File: src/rtl/bitwise_logic_pkg.sv
// Opcode encoding shared by the bitwise logic unit and anything that drives it.
package bitwise_logic_pkg;

  localparam int OP_W = 3;

  localparam logic [OP_W-1:0] OP_AND   = 3'd0;
  localparam logic [OP_W-1:0] OP_OR    = 3'd1;
  localparam logic [OP_W-1:0] OP_NAND  = 3'd2;
  localparam logic [OP_W-1:0] OP_NOR   = 3'd3;
  localparam logic [OP_W-1:0] OP_XOR   = 3'd4;
  localparam logic [OP_W-1:0] OP_XNOR  = 3'd5;
  localparam logic [OP_W-1:0] OP_NOTA  = 3'd6;
  localparam logic [OP_W-1:0] OP_PASSA = 3'd7;

endpackage

File: src/rtl/lu_skid_buf.sv
// Two-entry output buffer (main + skid) with a registered in_ready, so the
// upstream handshake never depends combinationally on out_ready.
module lu_skid_buf #(
  parameter int PAYLOAD_W = 10
) (
  input  logic                 clk,
  input  logic                 rst,
  input  logic                 in_valid,
  output logic                 in_ready,
  input  logic [PAYLOAD_W-1:0] in_payload,
  output logic                 out_valid,
  input  logic                 out_ready,
  output logic [PAYLOAD_W-1:0] out_payload
);

  logic                 vld_p1;
  logic [PAYLOAD_W-1:0] main_p1;
  logic                 skid_vld_p1;
  logic [PAYLOAD_W-1:0] skid_p1;

  logic accept;
  logic take;

  assign accept      = in_valid && !skid_vld_p1;
  assign take        = vld_p1 && out_ready;
  assign in_ready    = !skid_vld_p1;
  assign out_valid   = vld_p1;
  assign out_payload = main_p1;

  // Stage p1: main holds the head of the FIFO, skid catches an accept that
  // arrives while main is stalled.
  always_ff @(posedge clk) begin
    if (rst) begin
      vld_p1      <= 1'b0;
      skid_vld_p1 <= 1'b0;
      main_p1     <= '0;
    end else if (take) begin
      if (skid_vld_p1) begin
        main_p1     <= skid_p1;
        skid_vld_p1 <= 1'b0;
      end else if (accept) begin
        main_p1 <= in_payload;
      end else begin
        vld_p1 <= 1'b0;
      end
    end else if (accept) begin
      if (vld_p1) begin
        skid_p1     <= in_payload;
        skid_vld_p1 <= 1'b1;
      end else begin
        main_p1 <= in_payload;
        vld_p1  <= 1'b1;
      end
    end
  end

endmodule

File: src/rtl/bitwise_logic_unit.sv
// Pipelined bitwise ALU: eight selectable operations, registered result with
// zero/all-ones flags, skid-buffered handshake and a saturating transfer count.
module bitwise_logic_unit
  import bitwise_logic_pkg::*;
#(
  parameter int WIDTH = 8,
  parameter int CNT_W = 16
) (
  input  logic             clk,
  input  logic             rst,
  input  logic             in_valid,
  output logic             in_ready,
  input  logic [OP_W-1:0]  in_op,
  input  logic [WIDTH-1:0] in_a,
  input  logic [WIDTH-1:0] in_b,
  output logic             out_valid,
  input  logic             out_ready,
  output logic [WIDTH-1:0] out_data,
  output logic             out_zero,
  output logic             out_ones,
  output logic [CNT_W-1:0] op_count
);

  function automatic logic [WIDTH-1:0] apply_op(input logic [OP_W-1:0] op,
                                                input logic [WIDTH-1:0] a,
                                                input logic [WIDTH-1:0] b);
    logic [WIDTH-1:0] r;
    r = '0;
    case (op)
      OP_AND:   r = a & b;
      OP_OR:    r = a | b;
      OP_NAND:  r = ~(a & b);
      OP_NOR:   r = ~(a | b);
      OP_XOR:   r = a ^ b;
      OP_XNOR:  r = ~(a ^ b);
      OP_NOTA:  r = ~a;
      OP_PASSA: r = a;
      default:  r = '0;
    endcase
    return r;
  endfunction

  function automatic logic [CNT_W-1:0] sat_inc(input logic [CNT_W-1:0] c);
    return (&c) ? c : c + CNT_W'(1);
  endfunction

  logic [WIDTH-1:0] res_p0;
  logic             zero_p0;
  logic             ones_p0;
  logic [WIDTH+1:0] payload_p1;
  logic [CNT_W-1:0] count_p1;

  // Stage p0: combinational decode and flag generation on the incoming operands.
  always_comb begin
    res_p0  = apply_op(in_op, in_a, in_b);
    zero_p0 = ~|res_p0;
    ones_p0 = &res_p0;
  end

  lu_skid_buf #(
    .PAYLOAD_W(WIDTH + 2)
  ) u_skid (
    .clk        (clk),
    .rst        (rst),
    .in_valid   (in_valid),
    .in_ready   (in_ready),
    .in_payload ({zero_p0, ones_p0, res_p0}),
    .out_valid  (out_valid),
    .out_ready  (out_ready),
    .out_payload(payload_p1)
  );

  assign out_zero = payload_p1[WIDTH+1];
  assign out_ones = payload_p1[WIDTH];
  assign out_data = payload_p1[WIDTH-1:0];

  // Stage p1: count completed output transfers.
  always_ff @(posedge clk) begin
    if (rst) begin
      count_p1 <= '0;
    end else if (out_valid && out_ready) begin
      count_p1 <= sat_inc(count_p1);
    end
  end

  assign op_count = count_p1;

endmodule

File: config.mk
export PLATFORM = sky130hd
export DESIGN_NAME = bitwise_logic_unit
export DESIGN_NICKNAME = d
export VERILOG_FILES = /design/src/rtl/bitwise_logic_pkg.sv /design/src/rtl/lu_skid_buf.sv /design/src/rtl/bitwise_logic_unit.sv
export SDC_FILE = /design/constraint.sdc
export NUM_CORES = 1
export LEC_CHECK = 0
export CAP_MARGIN = 20
export CELL_PAD_IN_SITES_DETAIL_PLACEMENT = 1
export CELL_PAD_IN_SITES_GLOBAL_PLACEMENT = 2
export CORE_MARGIN = 3
export CORE_UTILIZATION = 34
export CTS_CLUSTER_SIZE = 25
export DETAILED_ROUTE_END_ITERATION = 16
export PLACE_DENSITY = 0.89
export SYNTH_ARGS = -nofsm -noshare
export SYNTH_HDL_FRONTEND = slang
export SYNTH_HIERARCHICAL = 1
export SYNTH_SLANG_ARGS = --single-unit
File: constraint.sdc
create_clock -name clk -period 6.7 [get_ports clk]
set_input_delay 1.34 -clock clk [delete_from_list [all_inputs] [get_ports clk]]
set_output_delay 1.34 -clock clk [all_outputs]
set_load 0.02 [all_outputs]
==> Word level (Yosys, flattened, before mapping) <==
Index checks and enable logic that the tools add are counted.
{ "totals": {"word_cells": 52, "regBits": 38} }
{ "op_classes": {"add_sub_neg": 1, "bitwise_logic": 10, "n_reduce_logical": 16, "eq_ne": 10, "muxes": 10} }
{ "ops": {"columns": ["operator", "count"], "rows": [
  ["8-bit case mux with 8 select lines", 1],
  ["10-bit two-way mux", 5],
  ["8-bit NOT", 4],
  ["16-bit by 1-bit adder with 16-bit output, second input constant", 1],
  ["16-bit AND reduction", 1],
  ["3-bit equality test, second input constant", 4],
  ["8-bit AND", 1],
  ["8-bit bitwise OR", 1],
  ["8-bit AND reduction", 1],
  ["8-bit OR reduction", 1],
  ["8-bit bitwise XOR", 1],
  ["3-bit by 2-bit equality test with 1-bit output, second input constant", 2],
  ["2-bit != test, second input constant", 3],
  ["3-bit AND reduction", 2],
  ["1-bit two-way mux", 4],
  ["2-bit AND reduction", 2],
  ["4-bit AND reduction", 1],
  ["2-bit nonzero test", 2],
  ["3-bit by 1-bit equality test with 1-bit output, second input constant", 1],
  ["3-bit zero test", 1],
  ["1-bit NOT", 3],
  ["1-bit logical AND", 2],
  ["1-bit zero test", 2],
  ["2-bit OR reduction", 1]
]} }

==> Longest topological paths before layout <==
Gate-level depths: netlist of the first run.
{ "logic_depth": {"word_depth": 8, "ltp_mapped": 9, "depth_no_buf": 9} }

==> Cells and area by module <==
Netlist of the first run, hierarchy kept.
{ "by_module_without_submodules": {"columns": ["mod", "instances", "seq_area_each_um2", "area_per_inst_um2", "cells_each"], "rows": [
  ["bitwise_logic_unit", 1, 320.3, 1735.4, 224],
  ["lu_skid_buf", 1, 540.5, 935.9, 82]
]} }

==> Worst setup path before layout of the first run <==
Ideal clock, no wire load.
{ "synth_timing": {"path_kind": "input -> register", "startpoint": "input port in_a[0]", "endpoint": "register u_skid.main_p1[8] (netlist: u_skid/out_payload[8])", "path_slack_ns": 3.544, "arrival_time_ns": 3.067, "stages": 9, "t_required_ns": 6.612, "setup_time_ns": 0.088, "path_cell_list": "inv_1 > ha_1 > or4bb_1 > o31ai_1 > a311oi_1 > nor3_2 > and4_1 > nand2_1 > a311oi_2"} }
{ "synth_between": {"elab_chain_cells": 7, "elab_cells_between_ends": 14, "cone_classes": "mux (6); bitwise (7); reduce/logical (1)"} }
{ "synth_lines": {"columns": ["element", "line", "rtl"], "rows": [
  ["start, declared", "bitwise_logic_unit.sv:14", "input logic [WIDTH-1:0] in_a,"],
  ["8-bit bitwise XOR (tied with other cells)", "bitwise_logic_unit.sv:34, bitwise_logic_unit.sv:35", null],
  ["8-bit NOT (on tied branches)", "bitwise_logic_unit.sv:35, bitwise_logic_unit.sv:32, bitwise_logic_unit.sv:33", null],
  ["8-bit case mux with 8 select lines *", "bitwise_logic_unit.sv:29", "case (op)"],
  ["via res_p0[0]", "bitwise_logic_unit.sv:47", "logic [WIDTH-1:0] res_p0;"],
  ["8-bit AND reduction *", "bitwise_logic_unit.sv:57", "ones_p0 = &res_p0;"],
  ["via ones_p0", "bitwise_logic_unit.sv:49", "logic ones_p0;"],
  ["10-bit two-way mux (on tied branches)", "lu_skid_buf.sv:47, lu_skid_buf.sv:41", null],
  ["10-bit two-way mux (on tied branches)", "lu_skid_buf.sv:46, lu_skid_buf.sv:38", null],
  ["10-bit two-way mux *", "lu_skid_buf.sv:37", "end else if (take) begin"],
  ["end signal, assigned", "lu_skid_buf.sv:39", "main_p1 <= skid_p1;"],
  ["end signal, assigned", "lu_skid_buf.sv:42", "main_p1 <= in_payload;"],
  ["end signal, assigned", "lu_skid_buf.sv:51", "main_p1 <= in_payload;"],
  ["end, declared", "lu_skid_buf.sv:17", "logic [PAYLOAD_W-1:0] main_p1;"]
]} }
The timed path passes the listed nets; every way through them passes the cells marked *. The select of a mux whose other input is x is not followed.
A chain may end at the register's enable or synchronous reset.

==> Worst setup path after layout of the first run <==
{ "layout_timing": {"startpoint": "input port in_op[1]", "endpoint": "register u_skid.main_p1[9] (netlist: u_skid/out_payload[9])"} }
{ "layout_between": {"elab_chain_cells": 7, "elab_cells_between_ends": 16, "cone_classes": "eq/ne (7); mux (6); reduce/logical (3)"} }
{ "layout_lines": {"columns": ["element", "line", "rtl"], "rows": [
  ["start, declared", "bitwise_logic_unit.sv:13", "input logic [OP_W-1:0] in_op,"],
  ["3-bit equality test (tied with other cells)", "bitwise_logic_unit.sv:29", null],
  ["8-bit case mux with 8 select lines *", "bitwise_logic_unit.sv:29", null],
  ["8-bit OR reduction *", "bitwise_logic_unit.sv:56", "zero_p0 = ~|res_p0;"],
  ["1-bit zero test *", "bitwise_logic_unit.sv:56", null],
  ["via zero_p0", "bitwise_logic_unit.sv:48", "logic zero_p0;"],
  ["10-bit two-way mux (on tied branches)", "lu_skid_buf.sv:47, lu_skid_buf.sv:41", null],
  ["10-bit two-way mux (on tied branches)", "lu_skid_buf.sv:46, lu_skid_buf.sv:38", null],
  ["10-bit two-way mux *", "lu_skid_buf.sv:37", null]
]} }
Marks and branches as above.

==> flow_metrics.py, run 1 <==
metrics = {
    "timing": {
        "layout_min_cycle_time_ns": 3.74,
        "finalSetupViolCount": 0,
        "slew_violations": 0,
        "slew_headroom_pct": 47.9,
        "hold_violations": 0,
        "worst_slack_ns": 2.96,
        "rsz0062_at_grt": "no",
        "tns_ns": 0,
        "finClkSkew_ns": 0.00808,
        "finalCritPeriodShare_pct": 55.8,
        "worstMarginPinSlew_ns": 0.776,
        "hold_ws_ns": 0.557,
        "clock.fmax_mhz": 268,
    },
    "yosys": {
        "synth_top_cell_by_area": "dfxtp_1",
        "synth_ff_type": "dfxtp_1",
        "synth_edf_count": 10,
        "synthArstFlopShare_pct": 0,
        "yosysUniqueCellTypes": 49,
        "syn_nets": 347,
        "syn_avg_cell_area_um2": 8.73,
        "synth_seq_cells": 38,
        "yosysTopAreaCellShare_pct": 21.0,
        "synth_area_um2": 2670,
        "seq_area_frac_synth_pct": 32.2,
        "syn_inst": 306,
        "yosysWarnings": 6,
        "yosys-top-cells-area": "dfxtp_1 21%, edfxtp_1 11%, ha_1 8.4%",
    },
    "floorplanning": {
        "dieArea_um2": 8960,
        "num_rows": 31,
        "chipHeight_um": 94.6,
        "core_um2": 7450,
        "start_util_pct": 35.9,
        "io_pins": 51,
        "die_w_um": 94.6,
    },
    "global_routing": {
        "antenna_found_initial": 0,
        "grt_pass1_wl_um": 10800,
        "grt.total_usage_pct": 15.1,
        "grt_max_degree": 35,
        "grt.overflow.total": 0,
        "first_global_vias": 2247,
    },
    "detailed_routing": {
        "drc": 0,
        "drt-total-wl_um": 6520,
        "vias_per_cell": 5.11,
        "wire_per_inst_um": 14.5,
        "num_vias": 2305,
        "ant_nets": 0,
        "drtPass1Iterations": 5,
        "dr.first_iter.drc_count": 80,
    },
    "clocking": {
        "clkSinkCount": 38,
        "insertion_delay_ns": 0.29,
        "cts.hold.buffers_added": 0,
        "cts-root-buf": "clkbuf_8",
        "cts_max_path_buffers": 2,
        "cts_tree": "done",
        "clkTransAtPathRegs_ns": 0.08,
        "cts_buffers": 5,
        "htreeDepth": 2,
        "cts_repair_resize_count": 0,
        "postCtsSetupRepairBufs": 0,
    },
    "setup_path": {
        "critPathRequiredTime_ns": 6.91,
        "slowest_delay_ns": 0.93,
        "path_class": "in2reg",
        "ff2ff_path_depth": 6,
        "crit_slowest_cell": "clkdlybuf4s50_1",
        "cp.depth": 8,
        "crit_family": "buffers and inverters",
        "arrival_ns": 3.94,
        "path_common_cell": "nand2_1",
        "crit_fanout": 21,
        "path_cells": "clkdlybuf4s50_1 > inv_1 > mux4_2 > nand2_1 > o311a_1 > nor4_2 > nand2_1 > a311oi_1",
        "path_buf_inv": 2,
        "crit_path_end_kind": "register",
        "critPathLaunchType": "input port",
    },
    "layout": {
        "nNetsFinal": 392,
        "finalInstanceArea_um2": 3320,
        "drive_above_1_share_pct": 7.39,
        "antenna_cells": 0,
        "instances_no_fill": 451,
        "fill_cells": 889,
        "syn_to_final_growth_pct": 24.2,
        "fin_util_pct": 44.5,
    },
    "power_and_ir_drop": {
        "power_frac_comb_pct": 26.5,
        "power_leakage_nw": 1.22,
        "switching_share_pct": 30.0,
        "cellPowerDensity_nw_per_um2": 172,
        "pwr-share-clk_pct": 28.8,
        "p_int_uw": 399,
        "ir_worst_vdd_uv": 70.1,
        "p_total_uw": 570,
        "seqPwrFrac_pct": 44.7,
        "p_switching_uw": 171,
    },
    "hold_path": {
        "min_path_cells": 2,
        "hp-class": "reg2reg",
    },
    "placed_design": {
        "place_ws_ns": 2.62,
        "portBuffers": 50,
        "dpl.hpwl_um": 4940,
        "gp_congestion": 0.767,
        "postPlaceCellArea_um2": 3230,
        "dp_cells": 443,
    },
    "outcome": {
        "status": "finished clean",
    },
    "flow_run": {
        "max_cap_violations": 0,
    },
}
## cell families after synthesis
logic type / after synthesis / share of synthesized area [%]
simple gates: 118 / 23.1
compound gates: 55 / 15.8
buf+inv: 40 / 6.98
flops: 38 / 32.2
xor+xnor: 28 / 9.18
fa+ha+maj: 18 / 8.43
mux: 9 / 4.31
## power by group through the flow
stage	clock, mW	combinational (mW)	sequential [mW]
2_1_floorplan	0	0.0891	0.270
3_3_place_gp	0	0.148	0.260
3_5_place_dp	0	0.153	0.260
4_1_cts	0.168	0.153	0.255
5_1_grt	0.179	0.167	0.256
6_report	0.164	0.151	0.255
## synth_stat cells, drive strengths merged, types with 5 or more instances
cell	count
nand3	9
xor2	8
a311oi	12
inv	25
o21ai	8
edfxtp	10
nor3	10
ha	18
mux2i	7
buf	11
a211oi	5
xnor2	20
nand2b	6
nand4	6
dfxtp	28
a21oi	19
nand2	37
nor2	19
## final timing paths
path,startpoint,to,slack (ns)
setup / recovery,in_op[1],u_skid/out_payload[9],2.96
hold / removal,op_count[15],op_count[15],0.56
setup reg to reg,op_count[0],op_count[0],4.60
hold reg to reg,op_count[15],op_count[15],0.56
## worst reg2reg max path: stages (launching register included)
cell     delay (ns)
dfxtp_1        0.39
ha_1           0.18
nand3_1        0.16
nor3_1         0.68
a21oi_1        0.31
xnor2_1        0.21
nor2_1         0.06
## cells in the final DEF (no fill, tap or decap), types with 4 or more instances in the layout
| cell | count |
|---|---|
| a211oi_1 | 5 |
| a21oi_1 | 19 |
| a311oi_1 | 4 |
| a311oi_2 | 8 |
| and3_1 | 4 |
| and4_1 | 4 |
| clkbuf_8 | 6 |
| clkdlybuf4s50_1 | 50 |
| dfxtp_1 | 28 |
| edfxtp_1 | 10 |
| ha_1 | 18 |
| inv_1 | 25 |
| mux2i_1 | 7 |
| nand2_1 | 37 |
| nand2b_1 | 6 |
| nand3_1 | 9 |
| nand4_1 | 6 |
| nor2_1 | 19 |
| nor2b_1 | 4 |
| nor3_1 | 9 |
| o21ai_0 | 8 |
| xnor2_1 | 20 |
| xor2_1 | 8 |
## registers in the layout, summed over array words and instances (netlist names)
signal,count
op_count,16
u_skid/out_payload,10
u_skid/skid_p1,10
u_skid/out_valid,1
u_skid/skid_vld_p1,1
## per-layer routing
layer	GRT usage, %	wire length (µm)
met5	0	0
met4	3.97	78
met3	2.71	255
met2	24.2	3020
met1	20.8	3160
## layout make-up
| type | instances | area, µm² | area share [%] |
|---|---|---|---|
| clock buffer | 7 | 86.3 | 2.60 |
| tap | 99 | 124 | 3.73 |
| multi-input combinational | 228 | 1620 | 49.0 |
| timing repair buffer | 53 | 523 | 15.8 |
| inverter | 25 | 93.8 | 2.83 |
| sequential | 38 | 861 | 26.0 |
| clock inverter | 1 | 5.00 | 0.151 |
Note: power is estimated with default switching activity, not from simulation.
==> run 2, diff against run 1 <==
CORE_UTILIZATION = 31   (was 34)
PLACE_DENSITY = 0.83   (was 0.89)
clock period = 3.8 ns   (was 6.7 ns; I/O delays follow)
==> run 2 against run 1 <==
Against the previous run:
- clock power increased by 76%
- first-iteration DRC count decreased by 18%
- wire length decreased by 2.7%
- critical path depth increased by 2
- highest routed layer unchanged
- combinational power increased by 75%
- hold slack got worse by 0.024 ns
- setup slack got worse by 2.3 ns
- clock skew increased by 0.0015 ns
- design area increased by 0.64%
- global-route usage decreased by 2.0 points
- core utilization decreased by 4.3 points
==> flow_metrics.py, run 2 (same netlist as run 1, synthesis figures left out) <==
metrics = {
    "detailed_routing": {
        "vias_per_cell": 4.98,
        "drc": 0,
        "ant_nets": 0,
        "wire_per_inst_um": 13.8,
        "drtPass1Iterations": 4,
        "drt-total-wl_um": 6340,
        "dr.first_iter.drc_count": 66,
        "num_vias": 2288,
    },
    "layout": {
        "antenna_cells": 0,
        "finalInstanceArea_um2": 3340,
        "syn_to_final_growth_pct": 25.0,
        "final_common_cell": "clkdlybuf4s50_1",
        "fin_util_pct": 40.2,
        "drive_above_1_share_pct": 7.63,
        "fill_cells": 972,
        "final_cell_mix": "50 x clkdlybuf4s50_1, 37 x nand2_1, 28 x dfxtp_1",
        "instances_no_fill": 459,
        "nNetsFinal": 394,
        "multi_input_area_um2": 1620,
        "largest_reg_flops": 16,
        "seq_area_um2": 861,
    },
    "setup_path": {
        "critPathRequiredTime_ns": 4.00,
        "crit_fanout": 4,
        "path_class": "in2reg",
        "arrival_ns": 3.30,
        "critPathLaunchType": "input port",
        "crit_path_end_kind": "register",
    },
    "clocking": {
        "postCtsSetupRepairBufs": 0,
        "cts_tree": "done",
        "htreeDepth": 2,
        "insertion_delay_ns": 0.29,
        "cts-root-buf": "clkbuf_8",
        "cts_repair_resize_count": 0,
        "cts_max_path_buffers": 2,
        "clkTransAtPathRegs_ns": 0.08,
        "cts.hold.buffers_added": 0,
        "clkSinkCount": 38,
        "cts_buffers": 5,
    },
    "floorplanning": {
        "core_um2": 8300,
        "die_w_um": 98.8,
        "io_pins": 51,
        "num_rows": 33,
        "dieArea_um2": 9770,
        "start_util_pct": 32.2,
        "chipHeight_um": 98.8,
    },
    "timing": {
        "finalSetupViolCount": 0,
        "layout_min_cycle_time_ns": 3.10,
        "slew_violations": 0,
        "worstMarginPinSlew_ns": 0.788,
        "tns_ns": 0,
        "rsz0062_at_grt": "no",
        "worst_slack_ns": 0.698,
        "slew_headroom_pct": 47.1,
        "hold_ws_ns": 0.533,
        "hold_violations": 0,
        "finalCritPeriodShare_pct": 81.6,
        "clock.fmax_mhz": 322,
        "finClkSkew_ns": 0.00962,
    },
    "global_routing": {
        "antenna_found_initial": 0,
        "grt_pass1_wl_um": 10600,
        "grt.overflow.total": 0,
        "grt.total_usage_pct": 13.1,
        "first_global_vias": 2246,
        "grt_max_degree": 35,
    },
    "outcome": {
        "status": "finished clean",
    },
    "power_and_ir_drop": {
        "power_leakage_nw": 1.23,
        "power_frac_comb_pct": 26.4,
        "p_total_mw": 1.00,
        "seqPwrFrac_pct": 44.8,
        "pwr-share-clk_pct": 28.8,
        "p_switching_uw": 298,
        "p_int_uw": 706,
        "cellPowerDensity_nw_per_um2": 301,
        "switching_share_pct": 29.7,
        "ir_worst_vdd_uv": 101,
    },
    "flow_run": {
        "max_cap_violations": 0,
    },
    "placed_design": {
        "dpl.hpwl_um": 4820,
        "place_ws_ns": 0.395,
        "portBuffers": 50,
        "postPlaceCellArea_um2": 3250,
        "gp_congestion": 0.736,
        "dp_cells": 451,
    },
    "hold_path": {
        "hp-class": "reg2reg",
    },
}
## run 2: worst paths after layout
| path | start | endpoint | slack (ns) | cells past startpoint |
|---|---|---|---|---|
| worst max-delay path | in_a[3] | u_skid/out_payload[9] | 0.70 | 10 |
| worst min-delay path | u_skid/out_payload[9] | u_skid/out_payload[9] | 0.53 | 2 |
| worst max register to register | op_count[0] | op_count[1] | 1.67 | 6 |
| worst min register to register | u_skid/out_payload[9] | u_skid/out_payload[9] | 0.53 | 2 |
## run 2: power by group through the flow
stage	sequential, mW	clock, mW	combinational [mW]
final	0.450	0.289	0.265
after global routing	0.454	0.318	0.292
after CTS	0.451	0.300	0.268
after detailed placement	0.460	0	0.268
after global placement	0.460	0	0.262
after floorplan	0.476	0	0.157
## run 2: metal layers
layer  wire length (µm)  part of all wire, %  GRT usage (%)
met1               3260                   51           18.0
met2               2740                   43           20.5
met3                250                  3.9           2.41
met4                 89                  1.4           4.62
met5                  0                    0              0
## run 2: worst max-delay path, stage by stage
cell	delay (ns)
clkdlybuf4s50_1	0.54
inv_1	0.08
ha_1	0.23
or3b_1	0.40
a222oi_1	0.35
nand3_1	0.13
o311a_1	0.15
nor4_2	0.29
nand2_1	0.10
a311oi_1	0.26
## run 2: layout make-up
cell class / instances / share of cell area, %
clock buffer: 8 / 2.70
inverter: 25 / 2.81
multi-input combinational: 228 / 48.7
sequential: 38 / 25.8
tap: 105 / 3.94
timing repair buffer: 55 / 16.1
==> run 3, diff against run 2 <==
clock period = 3 ns   (was 3.8 ns; I/O delays follow)
==> run 3 against run 2 <==
Against the previous run:
- core utilization grew 1.3 points
- sequential power rose by 27%
- hold slack better by 0.010 ns
- final cell count rose by 2.8%
- non-clock buffer count rose by 13
- flip-flop and latch count did not move
- clock skew fell by 0.0031 ns
- sequential share of layout area is 0.81 points lower
- critical path type unchanged
- critical endpoint unchanged
- largest power group unchanged
==> flow_metrics.py, run 3 (same netlist as run 1, synthesis figures left out) <==
metrics = {
    "outcome": {
        "status": "finished clean",
    },
    "setup_path": {
        "crit_family": "simple AND/OR/NAND/NOR gates",
        "crit_fanout": 3,
        "crit_slowest_cell": "clkdlybuf4s50_1",
        "critPathRequiredTime_ns": 3.20,
        "reg2reg_slack_ns": 0.87,
        "path_common_cell": "nand2_1",
        "path_class": "in2reg",
        "r2r-end": "op_count[0]",
        "critPathLaunchType": "input port",
        "path_buf_inv": 2,
        "crit_path_end_kind": "register",
        "r2r-start": "op_count[0]",
        "slowest_delay_ns": 0.48,
        "path_cells": "clkdlybuf4s50_1 > inv_1 > ha_1 > nor4_1 > mux4_2 > nand2_1 > o311a_1 > nor4_2 > nand2_1 > a311oi_1",
        "arrival_ns": 2.86,
        "ff2ff_path_depth": 6,
    },
    "global_routing": {
        "first_global_vias": 2337,
        "grt.total_usage_pct": 13.5,
        "grt.overflow.total": 0,
        "grt_max_degree": 22,
        "antenna_found_initial": 0,
        "grt_pass1_wl_um": 11100,
    },
    "layout": {
        "drive_above_1_share_pct": 10.9,
        "antenna_cells": 0,
        "nNetsFinal": 407,
        "fill_cells": 973,
        "fin_util_pct": 41.5,
        "final_cell_mix": "50 x clkdlybuf4s50_1, 37 x nand2_1, 28 x dfxtp_1",
        "multi_input_area_um2": 1620,
        "seq_area_um2": 861,
        "syn_to_final_growth_pct": 29.0,
        "final_common_cell": "clkdlybuf4s50_1",
        "largest_reg_flops": 16,
    },
    "hold_path": {
        "hold-path-endpoint": "u_skid/out_payload[5]",
        "min_path_cells": 2,
        "hold_path.startpoint": "u_skid/out_payload[5]",
        "hp-class": "reg2reg",
    },
    "floorplanning": {
        "dieArea_um2": 9770,
        "num_rows": 33,
        "die_w_um": 98.8,
        "start_util_pct": 32.2,
        "chipHeight_um": 98.8,
        "core_um2": 8300,
        "io_pins": 51,
    },
    "power_and_ir_drop": {
        "power_frac_comb_pct": 26.6,
        "pwr-share-clk_pct": 30.0,
        "switching_share_pct": 29.0,
        "seqPwrFrac_pct": 43.4,
        "p_switching_uw": 381,
        "cellPowerDensity_nw_per_um2": 382,
        "p_int_uw": 934,
        "power_leakage_nw": 1.30,
        "ir_worst_vdd_uv": 147,
    },
    "clocking": {
        "cts_max_path_buffers": 2,
        "clkTransAtPathRegs_ns": 0.07,
        "cts_tree": "done",
        "cts.hold.buffers_added": 0,
        "cts_repair_resize_count": 0,
        "insertion_delay_ns": 0.29,
        "cts-root-buf": "clkbuf_8",
        "postCtsSetupRepairBufs": 0,
        "clkSinkCount": 38,
        "cts_buffers": 5,
        "htreeDepth": 2,
    },
    "detailed_routing": {
        "drt-total-wl_um": 6420,
        "wire_per_inst_um": 13.6,
        "ant_nets": 0,
        "dr.first_iter.drc_count": 111,
        "drc": 0,
        "vias_per_cell": 4.97,
        "num_vias": 2344,
        "drtPass1Iterations": 5,
    },
    "timing": {
        "tns_ns": 0,
        "rsz0062_at_grt": "no",
        "finalSetupViolCount": 0,
        "layout_min_cycle_time_ns": 2.67,
        "hold_violations": 0,
        "finClkSkew_ns": 0.00652,
        "worstMarginPinSlew_ns": 0.738,
        "clock.fmax_mhz": 375,
        "hold_ws_ns": 0.543,
        "finalCritPeriodShare_pct": 88.9,
        "slew_headroom_pct": 50.4,
        "slew_violations": 0,
    },
    "flow_run": {
        "max_cap_violations": 0,
    },
    "placed_design": {
        "dpl.hpwl_um": 5150,
        "portBuffers": 50,
        "gp_congestion": 0.795,
    },
}
run 3: cell types whose count changed in the layout (fill, tap and decap cells not counted), sizes merged:
cell  delta
buf     +13
run 3: power groups by stage:
stage	clock network [mW]	logic, mW	registers (mW)
detailed placement	0	0.355	0.583
finish	0.394	0.351	0.571
global route	0.428	0.387	0.575
floorplan	0	0.199	0.603
global placement	0	0.343	0.583
CTS	0.408	0.355	0.572
run 3: per-layer routing:
metal / routed length [µm] / share of wire (%) / up-vias / track usage, %
met5: 0 / 0 / - / 0
met4: 55 / 0.86 / 0 / 3.15
met3: 210 / 3.3 / 4 / 1.84
met2: 2990 / 47 / 40 / 22.8
met1: 3160 / 49 / 1106 / 18.3
li1: - / - / 1194 / -
run 3: how the worst max path moves through the flow:
stage / startpoint / endpoint / cells past startpoint
after detailed placement: in_a[2] / u_skid/out_payload[9] / 10
after CTS: in_a[2] / u_skid/out_payload[9] / 10
after floorplan: in_a[0] / u_skid/out_payload[8] / 9
final: in_a[6] / u_skid/out_payload[9] / 10
after global placement: in_a[3] / u_skid/out_payload[9] / 10
after global routing: in_a[2] / u_skid/out_payload[9] / 10
run 3: worst min-delay path: stages (launching register included):
cell and delay [ns]:
dfxtp_1 0.31, a21oi_1 0.12, a311oi_1 0.06
run 3: cell type report:
| class | count | area share (%) |
|---|---|---|
| timing repair buffer | 68 | 18.4 |
| clock buffer | 8 | 2.94 |
| sequential | 38 | 25.0 |
| tap | 105 | 3.81 |
| inverter | 25 | 2.72 |
| multi-input combinational | 228 | 47.1 |
run 3: stage by stage:
stage | cell area (µm²) | total power, mW | setup WS, ns | cells
floorplan | 2670 | 0.802 | 0.584 | 306
global placement | 3350 | 0.926 | 0.0573 | 464
detailed placement | 3350 | 0.938 | 0.0225 | 464
CTS | 3450 | 1.33 | 0.324 | 472
global route | 3450 | 1.39 | 0.126 | 472
finish | 3450 | 1.32 | 0.334 | 472
